**src/rtl/fp_stream_accumulator.sv**
```systemverilog
`timescale 1ns/1ps
// Single-precision stream accumulator: align/add/normalize FSM, one element per 4 cycles; FP_ACC_RNE_EN selects RNE rounding (default truncate).
// Latency: last element accepted at cycle t -> out_vld high at t+4.
// Backpressure: in_rdy only in IDLE; out_vld/FP_sum/sum_cnt held in DONE until out_rdy.
module fp_stream_accumulator #(
   parameter int CNT_W = 16
) (
   input  logic             clk,
   input  logic             rst,
   input  logic             in_vld,
   output logic             in_rdy,
   input  logic [31:0]      FP_in,
   input  logic             in_last,
   output logic             out_vld,
   input  logic             out_rdy,
   output logic [31:0]      FP_sum,
   output logic [CNT_W-1:0] sum_cnt
);
   typedef struct packed {
      logic        sign;
      logic [7:0]  exp;
      logic [22:0] man;
   } fp_t;

   typedef enum logic [2:0] {S_IDLE, S_ALIGN, S_ADD, S_NORM, S_DONE} state_t;

   state_t           state_q, state_d;
   fp_t              acc_q, b_q, big, norm_res;
   logic             last_q, accept;
   logic [CNT_W-1:0] cnt_q;
   logic [26:0]      big_sig_q, sm_sig_q;
   logic [7:0]       exp_q;
   logic             sign_q, sub_q, spec_hit_q;
   logic [31:0]      spec_val_q;
   logic [27:0]      sum_q;

   function automatic logic [4:0] lead_one(input logic [27:0] v);
      lead_one = 5'd0;
      for (int i = 0; i < 28; i++)
         if (v[i]) lead_one = i[4:0];
   endfunction

   always_ff @(posedge clk) begin
      if (rst) state_q <= S_IDLE;
      else     state_q <= state_d;
   end

   always_comb begin
      state_d = state_q;
      in_rdy  = 1'b0;
      out_vld = 1'b0;
      case (state_q)
         S_IDLE: begin
            in_rdy = ~rst;
            if (in_vld) state_d = S_ALIGN;
         end
         S_ALIGN: state_d = S_ADD;
         S_ADD:   state_d = S_NORM;
         S_NORM:  state_d = last_q ? S_DONE : S_IDLE;
         S_DONE: begin
            out_vld = 1'b1;
            if (out_rdy) state_d = S_IDLE;
         end
         default: state_d = S_IDLE;
      endcase
   end

   assign accept  = in_vld & in_rdy;
   assign FP_sum  = out_vld ? acc_q : 32'd0;
   assign sum_cnt = out_vld ? cnt_q : '0;

   // Align: order operands by magnitude, shift the smaller one keeping guard/round/sticky.
   logic        a_zero, b_zero, a_inf, b_inf, a_nan, swap, spec_hit;
   logic [31:0] spec_val;
   logic [7:0]  sm_exp, shamt;
   logic [22:0] sm_man;
   logic [26:0] sm_full, sm_shift, sm_lost, sm_sig;

   always_comb begin
      a_zero   = (acc_q.exp == 8'h00);
      b_zero   = (b_q.exp == 8'h00);
      a_inf    = (acc_q.exp == 8'hFF);
      b_inf    = (b_q.exp == 8'hFF);
      a_nan    = a_inf & (|acc_q.man);
      swap     = (b_q[30:0] > acc_q[30:0]);
      big      = swap ? b_q : acc_q;
      sm_exp   = swap ? acc_q.exp : b_q.exp;
      sm_man   = swap ? acc_q.man : b_q.man;
      shamt    = big.exp - sm_exp;
      sm_full  = {1'b1, sm_man, 3'b000};
      sm_shift = sm_full >> shamt;
      sm_lost  = sm_full & ((27'd1 << shamt) - 27'd1);
      sm_sig   = (shamt >= 8'd27) ? 27'd0 : {sm_shift[26:1], sm_shift[0] | (|sm_lost)};

      spec_hit = 1'b1;
      spec_val = acc_q;
      if (a_nan)                                   spec_val = acc_q;
      else if (a_inf && b_inf && (acc_q.sign != b_q.sign)) spec_val = 32'h7FC0_0000;
      else if (a_inf)                              spec_val = {acc_q.sign, 8'hFF, 23'd0};
      else if (b_inf)                              spec_val = {b_q.sign, 8'hFF, 23'd0};
      else if (b_zero)                             spec_val = acc_q;
      else if (a_zero)                             spec_val = b_q;
      else                                         spec_hit = 1'b0;
   end

   // Normalize: bit 26 of the aligned significand is the hidden one.
   logic [4:0]        lead, lz;
   logic [26:0]       norm;
   logic signed [9:0] exp_n, exp_r;
   logic              round_up;
   logic [24:0]       rnd;
   logic [22:0]       man_r;

   always_comb begin
      lead = lead_one(sum_q);
      lz   = 5'd26 - lead;
      if (sum_q[27]) begin
         norm  = {sum_q[27:2], sum_q[1] | sum_q[0]};
         exp_n = $signed({2'b00, exp_q}) + 10'sd1;
      end else begin
         norm  = sum_q[26:0] << lz;
         exp_n = $signed({2'b00, exp_q}) - $signed({5'b00000, lz});
      end
   end

`ifdef FP_ACC_RNE_EN
   assign round_up = norm[2] & (norm[3] | norm[1] | norm[0]);
`else
   logic grs_unused;
   assign round_up   = 1'b0;
   assign grs_unused = |norm[2:0];
`endif

   always_comb begin
      rnd   = {1'b0, norm[26:3]} + {24'd0, round_up};
      exp_r = rnd[24] ? exp_n + 10'sd1 : exp_n;
      man_r = rnd[24] ? rnd[23:1] : rnd[22:0];
      if (spec_hit_q)                           norm_res = spec_val_q;
      else if (sum_q == 28'd0 || exp_r < 10'sd1) norm_res = 32'd0;
      else if (exp_r >= 10'sd255)                norm_res = {sign_q, 8'hFF, 23'd0};
      else                                       norm_res = {sign_q, exp_r[7:0], man_r};
   end

   always_ff @(posedge clk) begin
      if (rst) begin
         acc_q      <= '0;
         b_q        <= '0;
         last_q     <= 1'b0;
         cnt_q      <= '0;
         big_sig_q  <= '0;
         sm_sig_q   <= '0;
         exp_q      <= '0;
         sign_q     <= 1'b0;
         sub_q      <= 1'b0;
         spec_hit_q <= 1'b0;
         spec_val_q <= '0;
         sum_q      <= '0;
      end else begin
         case (state_q)
            S_IDLE: if (accept) begin
               b_q    <= FP_in;
               last_q <= in_last;
               if (cnt_q != {CNT_W{1'b1}}) cnt_q <= cnt_q + {{(CNT_W-1){1'b0}}, 1'b1};
            end
            S_ALIGN: begin
               big_sig_q  <= {1'b1, big.man, 3'b000};
               sm_sig_q   <= sm_sig;
               exp_q      <= big.exp;
               sign_q     <= big.sign;
               sub_q      <= acc_q.sign ^ b_q.sign;
               spec_hit_q <= spec_hit;
               spec_val_q <= spec_val;
            end
            S_ADD: sum_q <= sub_q ? ({1'b0, big_sig_q} - {1'b0, sm_sig_q})
                                  : ({1'b0, big_sig_q} + {1'b0, sm_sig_q});
            S_NORM: acc_q <= norm_res;
            S_DONE: if (out_rdy) begin
               acc_q <= '0;
               cnt_q <= '0;
            end
            default: ;
         endcase
      end
   end
endmodule
```
**config.mk**
```make
export PLATFORM = sky130hd
export DESIGN_NAME = fp_stream_accumulator
export DESIGN_NICKNAME = d
export VERILOG_FILES = /design/src/rtl/fp_stream_accumulator.sv
export SDC_FILE = /design/constraint.sdc
export NUM_CORES = 1
export LEC_CHECK = 0
export BUFFER_PORTS_ARGS = -buffer_cell sky130_fd_sc_hd__buf_2
export CORE_UTILIZATION = 30
export DETAILED_ROUTE_END_ITERATION = 10
export GPL_TIMING_DRIVEN = 0
export PLACE_DENSITY_LB_ADDON = 0.15
export SYNTH_ARGS = -nofsm -noshare
export SYNTH_HDL_FRONTEND = slang
export SYNTH_SLANG_ARGS = --single-unit
export TNS_END_PERCENT = 5
```
**constraint.sdc**
```tcl
create_clock -name clk -period 15.3 [get_ports clk]
set_input_delay 3.06 -clock clk [delete_from_list [all_inputs] [get_ports clk]]
set_output_delay 3.06 -clock clk [all_outputs]
set_load 0.01 [all_outputs]
```
==> flow_summary.ini <==
[cts]
cts_buffers = 26
cts_buffer_depth = 3
htreeDepth = 1
clk_pin_slew_ps = 60
hold_buffers = 0
clk_latency_ps = 550
postCtsSetupBuffers = 0
cts_tree = built
root_buffer = clkbuf_16
cts_resized = 0
cts.sinks = 206

[drt]
wl_per_cell_um = 23.6
drc = 0
drtPass1Iterations = 8
ant_nets = 0
wl_mm = 71.3
initialDrtViolationCount = 1615
vias = 17398
via_per_inst = 5.75

[floorplan]
initial_utilization = 0.306
io_pins = 87
dieArea_sq_um = 54800
coreArea_sq_um = 52900
rows = 84
die_y_um = 234
die_w_um = 234

[setup_path]
worstSetupPathType = in -> out
cp.arrival_ps = 4690
crit_fanout = 10
slowest_delay_ps = 960
crit_chain = clkbuf_1 -> nor4_1 -> buf_2
reg2reg_depth = 25
end_kind = primary output
cp_data_required_time_ps = 12240
ff2ff_setup_slack_ps = 7940
reg2reg_from = sum_q[21]
startpoint_type = input port
timing.rr.end = acc_q[4]
slowest_stage = nor4_1

[sta]
slew_headroom = 0.272
fin_crit_ps = 7750
maxSlewViolCount = 0
rsz0062_at_grt = no
max_freq_mhz = 129
hold_viol = 0
setup-tns-final_ps = 0
setup_ws_ps = 7550
period_share = 0.506
tightest_slew_ps = 1080
skew_ps = 9.17
setup_viol = 0

[worst_hold_path]
min_path_cells = 2
holdPathEnd = spec_val_q[5]
hold_start = spec_val_q[5]
hp-class = reg -> reg

[cells_and_area]
layout_common_cells = nand2_1 (291), dfxtp_1 (206), nor2_1 (194), a21oi_1 (193), clkbuf_1 (138)
drive_above_1_share = 0.0825
syn2layout_area_growth_pct = 13.3
finalNetCount = 2445
num_antenna_cells = 0
layout_commonest_cell = nand2_1
final_core_utilization = 0.346

[synth]
syn_area_sq_um = 16200
ys_warn_count = 0
synth_seq_cells = 206
syn-num-nets = 2331
synth-edff-count = 0
yosysUniqueCellTypes = 91
syn_inst = 2205
avgSynthCellArea_sq_um = 7.33
async_flop_share = 0
ys.flop_type = dfxtp_1
yosysSeqAreaShare = 0.255

[global_routing]
grt_max_degree = 13
gr-total-overflow = 0
grt_pass1_wl_mm = 106
antenna_found_initial = 0
grt_util_all_layers = 0.258
grt_pass1_vias = 16627

[place]
pre_cts_slack_ps = 7650
portBuffers = 85
place_congestion = 0.962
hpwl_mm = 56.0

[power_and_ir_drop]
peakVddDrop_mv = 0.0850
power_density_nw_per_um2 = 143
p_leak_nw = 7.14

[status]
outcome = completed

[run]
maxCapViolCount = 0
-- flip-flops by register name (all words and copies together) (netlist names) --
signal	flops
acc_q	32
b_q	32
spec_val_q	32
sum_q	28
sm_sig_q	27
big_sig_q	24
cnt_q	16
exp_q	8
state_q	3
last_q	1
sign_q	1
spec_hit_q	1
sub_q	1
-- final cells by class --
class / count / area (sq um)
Clock buffer: 37 / 763
Timing Repair Buffer: 86 / 437
Buffer: 160 / 633
Clock inverter: 10 / 87.6
Sequential cell: 206 / 4120
Fill cell: 5718 / 34600
Multi-Input combinational cell: 1736 / 11000
Tap cell: 688 / 861
Inverter: 103 / 387
-- metrics by stage --
| step | power (mW) | hold slack [ps] | std cells | instance area [sq um] |
|---|---|---|---|---|
| detailed placement | 1.98 | 446 | 2979 | 17500 |
| global route | 2.76 | 484 | 3026 | 18300 |
| CTS | 2.60 | 457 | 3026 | 18300 |
| global placement | 1.98 | 444 | 2978 | 17400 |
| finish | 2.62 | 461 | 3026 | 18300 |
| floorplan | 1.58 | 432 | 2205 | 16200 |
-- layer usage --
layer | wire length, um | track usage
met5 | 0 | 0
met4 | 2900 | 0.104
met3 | 3970 | 0.0291
met2 | 32700 | 0.422
met1 | 31800 | 0.343
-- cells by family after synthesis --
| family | Yosys count | synth area share |
|---|---|---|
| AND/OR/NAND/NOR | 839 | 0.244 |
| AO/OA/AOI/OAI | 640 | 0.259 |
| buffers and inverters | 263 | 0.0631 |
| flip-flops | 206 | 0.255 |
| multiplexers | 121 | 0.0808 |
| adder cells (fa/ha/maj) | 90 | 0.0705 |
| XOR/XNOR | 46 | 0.0267 |
-- worst max path at each step --
| stage | start | endpoint | slack (ps) | cells past startpoint |
|---|---|---|---|---|
| floorplan | rst | in_rdy | 8530 | 2 |
| detailed placement | rst | in_rdy | 7650 | 3 |
| global route | rst | in_rdy | 7530 | 3 |
| CTS | rst | in_rdy | 7640 | 3 |
| global placement | rst | in_rdy | 7640 | 3 |
| finish | rst | in_rdy | 7550 | 3 |
-- critical path: cells and delay by family --
family / cells / cell delay [ps]
and+or+nand+nor: 1 / 960
buffers and inverters: 2 / 660
-- cell usage after synthesis, types with 12 or more instances --
library cell / instances / area (sq um)
nand2_1: 291 / 1090
dfxtp_1: 206 / 4120
nor2_1: 194 / 728
a21oi_1: 193 / 966
clkbuf_1: 133 / 499
o21ai_0: 109 / 546
mux2i_1: 102 / 1020
inv_1: 99 / 372
ha_1: 87 / 1090
nand3_1: 87 / 435
and2_1: 64 / 400
nor3_1: 57 / 285
a22oi_1: 49 / 368
a311oi_1: 37 / 324
a31oi_1: 28 / 175
xnor2_1: 28 / 245
nand4_1: 27 / 169
a221oi_1: 22 / 193
nor4_1: 21 / 131
nor2b_1: 19 / 119
a211oi_1: 18 / 135
a21o_1: 17 / 128
o22ai_1: 16 / 100
and3_1: 15 / 93.8
o21ai_1: 15 / 75.1
o31ai_1: 15 / 113
xor2_1: 15 / 131
nand2b_1: 13 / 81.3
mux2_2: 12 / 135
-- where the power goes --
part | internal (mW) | switching, mW | total, mW
clock | 0.364 | 0.254 | 0.618
sequential | 0.571 | 0.0616 | 0.633
combinational | 0.471 | 0.902 | 1.37
total | 1.41 | 1.22 | 2.62
Note: power is estimated with default switching activity, not from simulation.
